### config.mk
export PLATFORM = sky130hd
export DESIGN_NAME = viterbi_decoder_r34
export DESIGN_NICKNAME = d
export VERILOG_FILES = /design/src/rtl/viterbi_decoder_r34_pkg.sv /design/src/rtl/viterbi_acs_r34.sv /design/src/rtl/viterbi_decoder_r34.sv
export SDC_FILE = /design/constraint.sdc
export NUM_CORES = 1
export LEC_CHECK = 0
export CAP_MARGIN = 5
export CELL_PAD_IN_SITES_DETAIL_PLACEMENT = 0
export CELL_PAD_IN_SITES_GLOBAL_PLACEMENT = 1
export CORE_ASPECT_RATIO = 0.7
export CORE_MARGIN = 4
export CORE_UTILIZATION = 45
export DETAILED_ROUTE_END_ITERATION = 7
export GPL_TIMING_DRIVEN = 0
export PLACE_DENSITY_LB_ADDON = 0.1
export SLEW_MARGIN = 20
export SYNTH_ARGS = -nofsm -noshare
export SYNTH_HDL_FRONTEND = slang
export SYNTH_HIERARCHICAL = 1
export SYNTH_SLANG_ARGS = --single-unit
### constraint.sdc
create_clock -name CLK -period 10.6 [get_ports CLK]
set_clock_uncertainty 0.1 [all_clocks]
set_input_delay 1.06 -clock CLK [delete_from_list [all_inputs] [get_ports CLK]]
set_output_delay 1.06 -clock CLK [all_outputs]
set_load 0.01 [all_outputs]
### src/rtl/viterbi_decoder_r34_pkg.sv
// Shared definitions for the rate-3/4 punctured K=3 code: state encoding,
// puncture phases with their lane masks, and the encoder's expected parity.
package viterbi_decoder_r34_pkg;

    localparam logic [1:0] S00 = 2'b00;
    localparam logic [1:0] S01 = 2'b01;
    localparam logic [1:0] S10 = 2'b10;
    localparam logic [1:0] S11 = 2'b11;

    localparam int unsigned N_STATES = 4;

    localparam logic [1:0] PH0 = 2'd0;
    localparam logic [1:0] PH1 = 2'd1;
    localparam logic [1:0] PH2 = 2'd2;

    // Lane masks as {use_p1, use_p0}
    localparam logic [1:0] MASK_PH0 = 2'b11;
    localparam logic [1:0] MASK_PH1 = 2'b10;
    localparam logic [1:0] MASK_PH2 = 2'b01;

    function automatic logic [1:0] erase_mask(input logic [1:0] ph);
        case (ph)
            PH1:     return MASK_PH1;
            PH2:     return MASK_PH2;
            default: return MASK_PH0;
        endcase
    endfunction

    // State is {s1,s0}; s0 holds the most recent input bit.
    function automatic logic [1:0] exp_par(input logic [1:0] prev, input logic in_bit);
        return {in_bit ^ prev[0] ^ prev[1], in_bit ^ prev[1]};
    endfunction

endpackage

### src/rtl/viterbi_acs_r34.sv
// Add-compare-select for one next state: two predecessor metrics plus their
// branch metrics in, saturated survivor metric and predecessor choice out.
module viterbi_acs_r34 #(
    parameter int unsigned PM_W = 6
) (
    input  logic [PM_W-1:0] pm0,
    input  logic [PM_W-1:0] pm1,
    input  logic [1:0]      bm0,
    input  logic [1:0]      bm1,
    output logic [PM_W-1:0] pm_new,
    output logic            dec
);

    localparam logic [PM_W-1:0] PM_MAX = '1;

    function automatic logic [PM_W-1:0] sat_add(input logic [PM_W-1:0] pm, input logic [1:0] bm);
        logic [PM_W:0] sum;
        sum = {1'b0, pm} + {{(PM_W-1){1'b0}}, bm};
        return sum[PM_W] ? PM_MAX : sum[PM_W-1:0];
    endfunction

    logic [PM_W-1:0] c0;
    logic [PM_W-1:0] c1;

    // Ties keep the predecessor whose MSB is 0
    always_comb begin
        c0     = sat_add(pm0, bm0);
        c1     = sat_add(pm1, bm1);
        dec    = (c1 < c0);
        pm_new = dec ? c1 : c0;
    end

endmodule

### src/rtl/viterbi_decoder_r34.sv
// Hard-decision Viterbi decoder for the rate-3/4 punctured 4-state code,
// register-exchange survivors of depth TB_DEPTH.
module viterbi_decoder_r34
    import viterbi_decoder_r34_pkg::*;
#(
    parameter int unsigned TB_DEPTH = 15,
    parameter int unsigned PM_W     = 6
) (
    input  logic            CLK,
    input  logic            RST_N,
    input  logic            sync,
    input  logic            in_valid,
    input  logic [1:0]      din,
    output logic            dout,
    output logic            dout_valid,
    output logic [PM_W-1:0] best_metric
);

    localparam logic [PM_W-1:0] PM_MAX   = '1;
    localparam logic [5:0]      FILL_MAX = 6'(TB_DEPTH);

    logic [1:0]          phase;
    logic [1:0]          phase_nxt;
    logic [5:0]          fill;
    logic [5:0]          fill_nxt;
    logic [PM_W-1:0]     pm       [N_STATES];
    logic [PM_W-1:0]     pm_raw   [N_STATES];
    logic [PM_W-1:0]     pm_nrm   [N_STATES];
    logic [PM_W-1:0]     pm_min;
    logic [TB_DEPTH-1:0] surv     [N_STATES];
    logic [TB_DEPTH-1:0] surv_nxt [N_STATES];
    logic [N_STATES-1:0] dec;
    logic [1:0]          bm       [N_STATES][2];
    logic [1:0]          mask;
    logic [1:0]          diff;
    logic [1:0]          prev;
    logic [1:0]          best;

    // Branch metrics indexed [prev state][input bit]; erased lanes are masked out
    always_comb begin
        mask = erase_mask(phase);
        diff = '0;
        for (int unsigned p = 0; p < N_STATES; p++) begin
            for (int unsigned b = 0; b < 2; b++) begin
                diff     = (din ^ exp_par(2'(p), 1'(b))) & mask;
                bm[p][b] = {1'b0, diff[1]} + {1'b0, diff[0]};
            end
        end
    end

    for (genvar n = 0; n < N_STATES; n++) begin : g_acs
        localparam int unsigned A = n / 2;
        localparam int unsigned B = n % 2;
        viterbi_acs_r34 #(.PM_W(PM_W)) u_acs (
            .pm0    (pm[A]),
            .pm1    (pm[A+2]),
            .bm0    (bm[A][B]),
            .bm1    (bm[A+2][B]),
            .pm_new (pm_raw[n]),
            .dec    (dec[n])
        );
    end

    // Winner of next state {a,b} is {dec,a}; the appended decision bit is b
    always_comb begin
        prev     = '0;
        surv_nxt = '{default: '0};
        for (int unsigned n = 0; n < N_STATES; n++) begin
            prev        = {dec[n], n[1]};
            surv_nxt[n] = {surv[prev][TB_DEPTH-2:0], n[0]};
        end
    end

    always_comb begin
        best   = S00;
        pm_min = pm_raw[0];
        for (int unsigned n = 1; n < N_STATES; n++) begin
            if (pm_raw[n] < pm_min) begin
                pm_min = pm_raw[n];
                best   = 2'(n);
            end
        end
        for (int unsigned n = 0; n < N_STATES; n++) begin
            pm_nrm[n] = (pm_raw[n] == PM_MAX) ? PM_MAX : pm_raw[n] - pm_min;
        end
    end

    always_comb begin
        phase_nxt = (phase == PH2) ? PH0 : phase + 2'd1;
        fill_nxt  = (fill == FILL_MAX) ? fill : fill + 6'd1;
    end

    always_ff @(posedge CLK or negedge RST_N) begin
        if (!RST_N) begin
            phase       <= PH0;
            fill        <= '0;
            dout        <= 1'b0;
            dout_valid  <= 1'b0;
            best_metric <= '0;
            for (int unsigned n = 0; n < N_STATES; n++) begin
                pm[n]   <= PM_MAX;
                surv[n] <= '0;
            end
            pm[S00] <= '0;
        end else if (sync) begin
            phase       <= PH0;
            fill        <= '0;
            dout        <= 1'b0;
            dout_valid  <= 1'b0;
            best_metric <= '0;
            for (int unsigned n = 0; n < N_STATES; n++) begin
                pm[n]   <= PM_MAX;
                surv[n] <= '0;
            end
            pm[S00] <= '0;
        end else if (in_valid) begin
            phase       <= phase_nxt;
            fill        <= fill_nxt;
            best_metric <= pm_nrm[best];
            dout_valid  <= (fill_nxt == FILL_MAX);
            if (fill_nxt == FILL_MAX) begin
                dout <= surv_nxt[best][TB_DEPTH-1];
            end
            for (int unsigned n = 0; n < N_STATES; n++) begin
                pm[n]   <= pm_nrm[n];
                surv[n] <= surv_nxt[n];
            end
        end else begin
            dout_valid <= 1'b0;
        end
    end

endmodule

==> results.yml <==
outcome:
  outcome: "complete, no violations"
global_routing:
  antenna_found_initial: 0
  grt_max_degree: 68
  grt_overflow: 0
  grt_pass1_vias: 7566
  grtUsageMet1_pct: 40.3
  grt.met2_usage_pct: 37.6
  track_usage_pct: 25.7
  use_met3_pct: 4.46
  busiest_layer: "met1"
  grt_pass1_wl_um: 43200
detailed_routing:
  dr.first_iter.drc_count: 675
  vias: 7918
  ant_nets: 0
  wl_per_cell_um: 21.1
  route.detailed.drc: 0
  drt_pass1_iterations: 5
  wl_um: 27900
  via_per_inst: 5.99
clock_network:
  cts_tree: "built"
  clockRootBuffer: "clkbuf_16"
  cts_buffer_depth: 2
  ctsHoldBuffers: 0
  insertion_delay_ns: 0.34
  htreeDepth: 3
  numCtsBuffers: 9
  clkTransAtPathRegs_ns: 0.07
  cts_sinks: 91
synth:
  ys_seq_area_share_pct: 26.8
  synth_edf_count: 0
  synth_nets: 1086
  synthCells: 1008
  yosys_warnings: 6
  synth_flop_cell: "dfrtp_1"
  ys_seq_elements: 91
  yosysTopAreaCell: "dfrtp_1"
  ys_types: 75
  syn_area_per_cell_um2: 8.52
  synth_area_mm2: 0.00859
  synthArstFlopShare_pct: 100
  synth.top_cells.by_area: "dfrtp_1, mux2i_1, ha_1"
  synth_top_area_share_pct: 21.3
placement:
  port_buffers: 11
  hpwl_um: 20100
  pre_cts_ws_ns: -2.46
  gp_congestion: 0.896
cells_and_area:
  antenna_cells: 0
  final_common_cell: "nor2_1"
  drive_above_1_share_pct: 21.3
  final_nets: 1159
  area_delta_synth_final_pct: 21.6
  layout_common_cells: "nor2_1, nand2_1, mux2i_1"
die:
  ios: 14
  die_y_um: 124
  dieArea_mm2: 0.0214
  core_area_mm2: 0.0184
  fp.dieW_um: 173
  initial_core_util_pct: 46.8
  rows: 41
sta:
  grt_setup_unrepaired: "yes"
  hold_viol: 0
  fmax_mhz: 96.7
  slew_headroom_pct: 20.5
  finalMaxSlewViolations: 0
  finalCritPeriodShare_pct: 97.6
  max_slew.worst_pin.slew_ns: 1.18
  layout_min_cycle_time_ns: 10.34
  fin_tns_setup_ns: 0
  setup_viol: 0
  setup_slack_ns: 0.258
setup_path:
  worstSetupEndpointType: "register"
  critPathKind: "in -> reg"
  critical_path_arrival_ns: 10.46
  crit_path_top_delay_cell: "or4_4"
  cp_data_required_time_ns: 10.72
  cp_max_fo: 6
  cpPeakStageDelay_ns: 0.55
  crit_path_frequent_cell: "ha_4"
  cp-start-kind: "input pin"
job:
  cap_violations: 0
worst_hold_path:
  hold_class: "reg -> reg"
[routing by layer]
| layer | vias to the layer above | wire (um) |
|---|---|---|
| met3 | 15 | 1820 |
| li1 | 3819 | - |
| met2 | 227 | 11500 |
| met1 | 3857 | 14400 |
| met5 | - | 0 |
| met4 | 0 | 200 |
[layout make-up]
class / instances / area, um2
clock inverter: 4 / 48.8
clock buffer: 12 / 256
multi-input combinational: 795 / 6470
timing repair buffer: 65 / 559
tap: 236 / 295
fill: 1665 / 7910
buffer: 51 / 255
inverter: 68 / 263
sequential: 91 / 2300
[critical path: cells and delay by family]
| family | cells | cell delay [ns] |
|---|---|---|
| XOR/XNOR | 1 | 0.16 |
| adder cells (fa/ha/maj) | 8 | 2.18 |
| multiplexers | 6 | 1.61 |
| AO/OA/AOI/OAI | 15 | 2.93 |
| AND/OR/NAND/NOR | 9 | 1.67 |
| buffers and inverters | 7 | 0.83 |
[kinds of logic (layout without fill, tap and decap cells)]
logic type,count (synthesis),after routing,share of synthesized area (%)
AOI/OAI and AO/OA,271,271,22.5
xor gates and xnor gates,35,35,3.74
adders and majority gates,83,83,12.5
buffers and inverters,122,200,5.87
muxes,101,101,11.9
and+or+nand+nor,305,305,16.7
DFF,91,91,26.8
[synthesized netlist by cell type (11+ instances only)]
cell / n
nor2_1: 107
mux2i_1: 97
nand2_1: 83
dfrtp_1: 73
inv_1: 67
ha_1: 64
o21ai_0: 56
a211oi_1: 50
a21oi_1: 46
nand3_1: 29
clkbuf_1: 28
xnor2_1: 25
nand2b_1: 24
dfstp_2: 18
nor3_1: 16
buf_1: 14
a21o_1: 11
nor2b_1: 11
[timing repair]
action	in CTS	in global routing
setup buffers	38	15
endpoints found under the setup margin	31	22
pin swaps	21	39
resized for setup	73	76
[state kept, by name, indices dropped and copies added, names as in the netlist]
signal,cells
dout_valid,1
phase,2
pm,24
best_metric,6
fill,6
dout,1
surv,51
[worst paths after layout]
path | cells after the start | slack [ns] | start | endpoint
min in group asynchronous | 1 | 0.47 | RST_N | surv[55]
max in group asynchronous | 2 | 9.28 | RST_N | pm[13]
min | 2 | 0.40 | surv[0] | surv[0]
min reg2reg | 2 | 0.40 | surv[0] | surv[0]
max reg2reg | 46 | 0.29 | phase[0] | best_metric[2]
max | 46 | 0.26 | din[1] | best_metric[2]
[stage by stage]
stage / cell area, um2 / std cells / utilization, % / hold slack, ns
finish: 10500 / 1322 / 56.9 / 0.403
global route: 10500 / 1322 / 56.9 / 0.432
CTS: 10000 / 1307 / 54.6 / 0.402
detailed placement: 9100 / 1256 / 49.5 / 0.387
global placement: 9070 / 1255 / 49.4 / 0.379
floorplan: 8660 / 1008 / - / 0.366
Power is left out: the tool's default activity adds up to more than one toggle a clock period on the data nets, which glitch-free logic cannot reach.
